**src/rtl/cache_req_queue.sv**
```systemverilog
// cache_req_queue: address FIFO feeding the cache controller's index/tag port with an in-flight lookup throttle
// Ports: clk_i/rst_i clock and sync reset; req_addr_i/req_valid_i/req_ready_o requester handshake;
// index_o/tag_o/it_valid_o/it_ready_i controller lookup handshake; hm_valid_i/hm_ready_i observed result
// handshake; count_o FIFO occupancy; inflight_o outstanding lookups.
module cache_req_queue #(
    parameter int index_width  = 10,
    parameter int tag_width    = 16,
    parameter int offset_width = 4,
    parameter int DEPTH        = 4,
    parameter int MAX_INFLIGHT = 1
) (
    input  logic                                          clk_i,
    input  logic                                          rst_i,
    input  logic [tag_width+index_width+offset_width-1:0] req_addr_i,
    input  logic                                          req_valid_i,
    output logic                                          req_ready_o,
    output logic [index_width-1:0]                        index_o,
    output logic [tag_width-1:0]                          tag_o,
    output logic                                          it_valid_o,
    input  logic                                          it_ready_i,
    input  logic                                          hm_valid_i,
    input  logic                                          hm_ready_i,
    output logic [$clog2(DEPTH+1)-1:0]                    count_o,
    output logic [1:0]                                    inflight_o
);
    localparam int EW = tag_width + index_width;
    localparam int PW = $clog2(DEPTH);
    localparam int CW = $clog2(DEPTH + 1);
    logic [EW-1:0] mem [DEPTH];
    logic [PW-1:0] wr_ptr, rd_ptr;
    logic push, pop, retire;
    assign req_ready_o = count_o != CW'(DEPTH);
    assign it_valid_o  = (count_o != '0) && (inflight_o < 2'(MAX_INFLIGHT));
    assign push        = req_valid_i && req_ready_o;
    assign pop         = it_valid_o && it_ready_i;
    // a result seen with nothing outstanding belongs to a lookup discarded by reset
    assign retire      = hm_valid_i && hm_ready_i && (inflight_o != '0);
    assign {tag_o, index_o} = mem[rd_ptr];
    always_ff @(posedge clk_i) begin
        if (rst_i) begin
            wr_ptr     <= '0;
            rd_ptr     <= '0;
            count_o    <= '0;
            inflight_o <= '0;
            for (int i = 0; i < DEPTH; i++) mem[i] <= '0;
        end else begin
            if (push) begin
                mem[wr_ptr] <= req_addr_i[offset_width +: EW];
                wr_ptr      <= wr_ptr + PW'(1);
            end
            if (pop) rd_ptr <= rd_ptr + PW'(1);
            count_o    <= count_o + CW'(push) - CW'(pop);
            inflight_o <= inflight_o + 2'(pop) - 2'(retire);
        end
    end
    a_count_max: assert property (@(posedge clk_i) disable iff (rst_i) count_o <= CW'(DEPTH));
    a_inflight_max: assert property (@(posedge clk_i) disable iff (rst_i) inflight_o <= 2'(MAX_INFLIGHT));
    a_it_stable: assert property (@(posedge clk_i) disable iff (rst_i)
        it_valid_o && !it_ready_i |=> it_valid_o && $stable({index_o, tag_o}));
    a_no_push_full: assert property (@(posedge clk_i) disable iff (rst_i) push |-> count_o != CW'(DEPTH));
    a_no_pop_empty: assert property (@(posedge clk_i) disable iff (rst_i) pop |-> count_o != '0);
    a_no_idle_retire: assert property (@(posedge clk_i) disable iff (rst_i)
        hm_valid_i && hm_ready_i |-> inflight_o != '0);
    c_full: cover property (@(posedge clk_i) disable iff (rst_i) count_o == CW'(DEPTH));
    c_empty: cover property (@(posedge clk_i) disable iff (rst_i) count_o == '0);
    c_wrap: cover property (@(posedge clk_i) disable iff (rst_i) push && wr_ptr == PW'(DEPTH - 1));
    c_push_pop: cover property (@(posedge clk_i) disable iff (rst_i) push && pop);
    c_throttle: cover property (@(posedge clk_i) disable iff (rst_i)
        count_o != '0 && inflight_o >= 2'(MAX_INFLIGHT));
endmodule

```
**config.mk**
```make
export PLATFORM = sky130hd
export DESIGN_NAME = cache_req_queue
export DESIGN_NICKNAME = d
export VERILOG_FILES = /design/src/rtl/cache_req_queue.sv
export SDC_FILE = /design/constraint.sdc
export NUM_CORES = 1
export LEC_CHECK = 0
export CAP_MARGIN = 15
export CORE_MARGIN = 2
export CORE_UTILIZATION = 29
export CTS_CLUSTER_SIZE = 25
export DETAILED_ROUTE_END_ITERATION = 7
export PLACE_DENSITY_LB_ADDON = 0.25
export SLEW_MARGIN = 20
export SYNTH_ARGS = -nofsm -noshare
export SYNTH_HDL_FRONTEND = slang
export SYNTH_SLANG_ARGS = --single-unit
```
**constraint.sdc**
```tcl
create_clock -name clk_i -period 2.7 [get_ports clk_i]
set_clock_uncertainty 0.15 [all_clocks]
set_input_delay 0.81 -clock clk_i [delete_from_list [all_inputs] [get_ports clk_i]]
set_output_delay 0.81 -clock clk_i [all_outputs]
set_load 0.005 [all_outputs]
```
# Word level (Yosys, flattened, before mapping)
# Memory sizes are Yosys's and may differ from the RTL's. A register that Yosys moved wholly into a read port is not among the register bits.
# Index checks and enable logic that the tools add are counted.
[word_totals]
ff_bits = 9
ramBits = 104
in_bits = 36
out_inout_bits = 33
word_cells = 31
memories = 1
[mem_list]
columns = ["memory", "words", "width", "rd", "rd_ports_with_merged_regs", "wr", "line_no", "text"]
rows = [
  ["mem", 4, 26, 1, 1, 4, "29", "logic [EW-1:0] mem [DEPTH];"],
]
[op_classes]
add_sub_neg = 6
n_lt_le_gt_ge = 1
eq_ne = 1
mux = 10
n_reduce_logical = 8
[op_table]
columns = ["operator", "count"]
rows = [
  ["26-bit 2-to-1 mux", 1],
  ["26-bit OR reduction", 1],
  ["1-bit 2-to-1 mux", 6],
  ["2-bit 2-to-1 mux", 3],
  ["1-bit logical AND", 5],
  ["2-bit by 1-bit adder with 2-bit output (second input constant)", 2],
  ["3-bit by 1-bit adder with 3-bit output", 1],
  ["3-bit != test (second input constant)", 1],
  ["3-bit nonzero test", 1],
  ["3-bit by 1-bit subtractor with 3-bit output", 1],
  ["2-bit by 1-bit adder with 2-bit output", 1],
  ["2-bit by 1-bit less-than comparator with 1-bit output (second input constant)", 1],
  ["2-bit nonzero test", 1],
  ["2-bit by 1-bit subtractor with 2-bit output", 1],
]

# Logic depth before layout (Yosys ltp)
[depth]
word_depth = 7
depth_mapped = 10
depth_no_buf = 10

# Worst setup path after synthesis
# Ideal clock, no wire load.
[synth_timing]
kind = "input to register"
start = "in req_valid_i"
end = "mem mem[1][0] in the netlist's numbering, enable pin"
setup_time_ns = 0.415
arrival_ns = 2.157
required_time_ns = 2.135
setup_slack_ns = -0.022
stages = 2
path_buffers = 0
cell_sequence = "nand3_1 o21bai_1"
[synth_lines]
columns = ["item", "line_no", "text"]
rows = [
  ["start, declared", "15", "input logic req_valid_i,"],
  ["end, declared", "29", ""],
]

==> impl_metrics.py <==
metrics = {
    "yosys": {
        "synth_top_area_frac": 0.6098,
        "syn_inst": 314,
        "yosysTopAreaCell": "edfxtp_1",
        "ys_ff_latch": 115,
        "netlist_area_um2": 5121,
        "synth_edf_count": 104,
        "post_synth_main_area_contributors": "edfxtp_1 61%, and2_1 13%, mux4_2 11%, dfxtp_1 4.3%, ha_1 0.98%",
        "syn_area_per_cell_um2": 16.31,
        "ys_warn_count": 0,
        "syn_nets": 355,
        "async_flop_share": 0,
        "synth_cell_types": 38,
        "synth-seq-area-share": 0.6528,
        "synth_ff_type": "edfxtp_1",
    },
    "job": {
        "drv_cap": 0,
    },
    "floorplanning": {
        "die_h_um": 136.9,
        "initial_core_util": 0.2961,
        "die_x_um": 136.9,
        "die_area_um2": 18740,
        "row_count": 48,
        "core_area_um2": 17300,
        "pin_count": 69,
    },
    "placed_design": {
        "hpwlAfterDp_mm": 6.420,
        "post-place-cells": 605,
        "gp_congestion": 0.7001,
        "io_buffers": 64,
        "placed_area_um2": 6248,
        "place_ws_ps": -221.4,
    },
    "power": {
        "power_density_nw_per_um2": 871.9,
        "leakage_nw": 2.524,
        "power_frac_comb": 0.226,
        "pwr-share-seq": 0.387,
        "peakVddDrop_mv": 0.4536,
        "switching_power_mw": 1.515,
        "power_mw": 5.907,
        "clockPowerShare": 0.387,
        "intPower_mw": 4.393,
        "sw_frac_of_total": 0.2564,
    },
    "global_route": {
        "grt_pass1_wl_mm": 17.37,
        "gr-total-overflow": 0,
        "first_global_vias": 3101,
        "grt_antenna_before_repair": 2,
        "grt_max_degree": 28,
        "grt_usage": 0.1308,
    },
    "worst_hold_path": {
        "hold_class": "flip-flop to flip-flop",
    },
    "detailed_routing": {
        "wl_per_cell_um": 17.59,
        "vias": 2840,
        "drt.antenna.violating_nets": 0,
        "routed_wl_mm": 11.26,
        "drt-vias-per-instance": 4.438,
        "dr.pass1.iters": 4,
        "initialDrtViolationCount": 144,
        "drc": 0,
    },
    "sta": {
        "setup_viol": 0,
        "setup_ws_ps": 78.02,
        "period_minus_slack_ps": 2622,
        "tightest_slew_ps": 383.1,
        "slew_viol_final": 0,
        "finalHoldViolCount": 0,
        "max_freq_ghz": 0.3814,
        "rsz0062_at_grt": "no",
        "period_share": 0.9711,
        "max_slew_margin": 0.7423,
    },
    "run_status": {
        "status": "completed",
    },
    "finish": {
        "nFillCells": 1617,
        "instances_no_fill": 640,
        "syn2layout_area_growth_pct": 32.30,
        "drive_gt1_frac": 0.2916,
        "seqCellArea_um2": 3349,
        "stdcell_area_um2": 6775,
        "num-nets-final": 443,
        "multi_input_area_um2": 1688,
        "antennaDiodeCount": 0,
    },
    "clock_tree": {
        "cts_sinks": 115,
        "cts_buffers": 17,
        "clock_latency_ps": 410,
        "cts_hold_buf": 0,
        "cts_tree": "built",
        "ctsHtreeMaxLevel": 4,
        "path_clk_slew_ps": 60,
        "clock_path_buffers": 2,
        "cts-root-buf": "clkbuf_16",
    },
    "setup_path": {
        "crit_fanout": 5,
        "required_ps": 1740,
        "cp.arrival_ps": 1660,
        "start_kind": "flip-flop",
        "crit_type": "flip-flop to primary output",
        "endpoint_kind": "primary output",
    },
}
per-layer routing:
metal / global-route usage / vias to the layer above / share of wire
li1: - / 1333 / -
met1: 0.1523 / 1425 / 0.44
met2: 0.2228 / 69 / 0.49
met3: 0.04889 / 11 / 0.057
met4: 0.04296 / 2 / 0.0099
met5: 0 / - / 0.0012
flip-flops by register name, summed over array words and instances, names as in the netlist, named ones only:
| register | flops |
|---|---|
| rd_ptr | 2 |
| wr_ptr | 2 |
| inflight_o | 2 |
| count_o | 3 |
| mem | 104 |
critical path, stage by stage (launching register included):
cell and delay [ps]:
dfxtp_4 400, buf_6 130, buf_4 100, mux4_2 490
clkbuf_2 130
synth_stat cells (2+ instances only):
master	count
and2_1	104
edfxtp_1	104
mux4_2	26
dfxtp_1	11
buf_2	8
nor2b_1	6
inv_1	5
ha_1	4
nor2_1	4
buf_6	3
mux2_2	3
nand2_1	3
xnor2_1	3
buf_1	2
inv_2	2
nor3_1	2
nor4_4	2
o21bai_1	2
path summary, 6_finish.rpt:
check                                            start  cells after the start  slack (ps)                endpoint
worst max register to register   count_o[1]$_SDFF_PP0_                      9         430   count_o[2]$_SDFF_PP0_
worst min register to register  wr_ptr[0]$_SDFFE_PP0P_                      2         420  wr_ptr[0]$_SDFFE_PP0P_
worst min-delay path            wr_ptr[0]$_SDFFE_PP0P_                      2         420  wr_ptr[0]$_SDFFE_PP0P_
worst max-delay path                         flip-flop                      4          80               tag_o[11]
cell families (layout without fill, tap and decap cells):
logic type,after synthesis,in the layout,share of synthesized area
adders and majority gates,5,5,0.01368
AOI/OAI and AO/OA,7,7,0.01026
muxes,29,29,0.1209
buffers and inverters,23,124,0.02419
and+or+nand+nor,131,131,0.1713
DFF,115,115,0.6528
xor gates and xnor gates,4,4,0.006842
through the flow:
stage | utilization | hold WS, ps | setup TNS [ps]
6_report | 0.3917 | 416.0 | 0
2_1_floorplan | - | 354.1 | 0
3_3_place_gp | 0.3613 | 378.9 | -390.7
4_1_cts | 0.3970 | 415.2 | -299.3
5_1_grt | 0.3917 | 451.3 | 0
3_5_place_dp | 0.3613 | 406.0 | -508.9
cell type report:
| cell class | count | area share |
|---|---|---|
| Clock inverter | 15 | 0.02659 |
| Sequential cell | 115 | 0.4944 |
| Timing Repair Buffer | 85 | 0.1217 |
| Multi-Input combinational cell | 176 | 0.2491 |
| Tap cell | 225 | 0.04155 |
| Clock buffer | 17 | 0.06279 |
| Inverter | 7 | 0.003878 |
placed cells by master, fill, tap and decap left out, types with 2 or more instances in the layout:
cell type        Yosys  layout
dfxtp_1             11       8
clkdlybuf4s15_1      0       2
clkdlybuf4s50_1      0      38
edfxtp_1           104     104
o21bai_4             0       2
clkinvlp_4           0       5
clkbuf_2             1       8
dfxtp_2              0       2
and2_1             104     104
mux4_2              26      26
inv_6                0       4
buf_12               0      10
nand2_1              3       3
xnor2_1              3       3
inv_2                2       2
ha_1                 4       4
buf_4                1       7
buf_2                8      15
nor2b_1              6       6
inv_1                5       5
nor3_4               1       2
clkbuf_16            0      17
nor2_1               4       4
nor4_4               2       2
mux2_2               3       3
buf_6                3       5
bufinv_16            0       3
timing repair:
action	in CTS	in global routing
gates resized for setup	87	15
gates cloned	2	0
buffers inserted	3	1
setup endpoints to repair	27	21
power by group through the flow:
stage,Sequential (mW),Combinational [mW],Clock [mW]
4_1_cts,2.29,1.49,2.33
5_1_grt,2.31,1.48,2.42
2_1_floorplan,2.28,0.747,0
6_report,2.29,1.34,2.29
3_3_place_gp,2.30,1.45,0
3_5_place_dp,2.32,1.46,0
(Power assumes the default switching activity.)
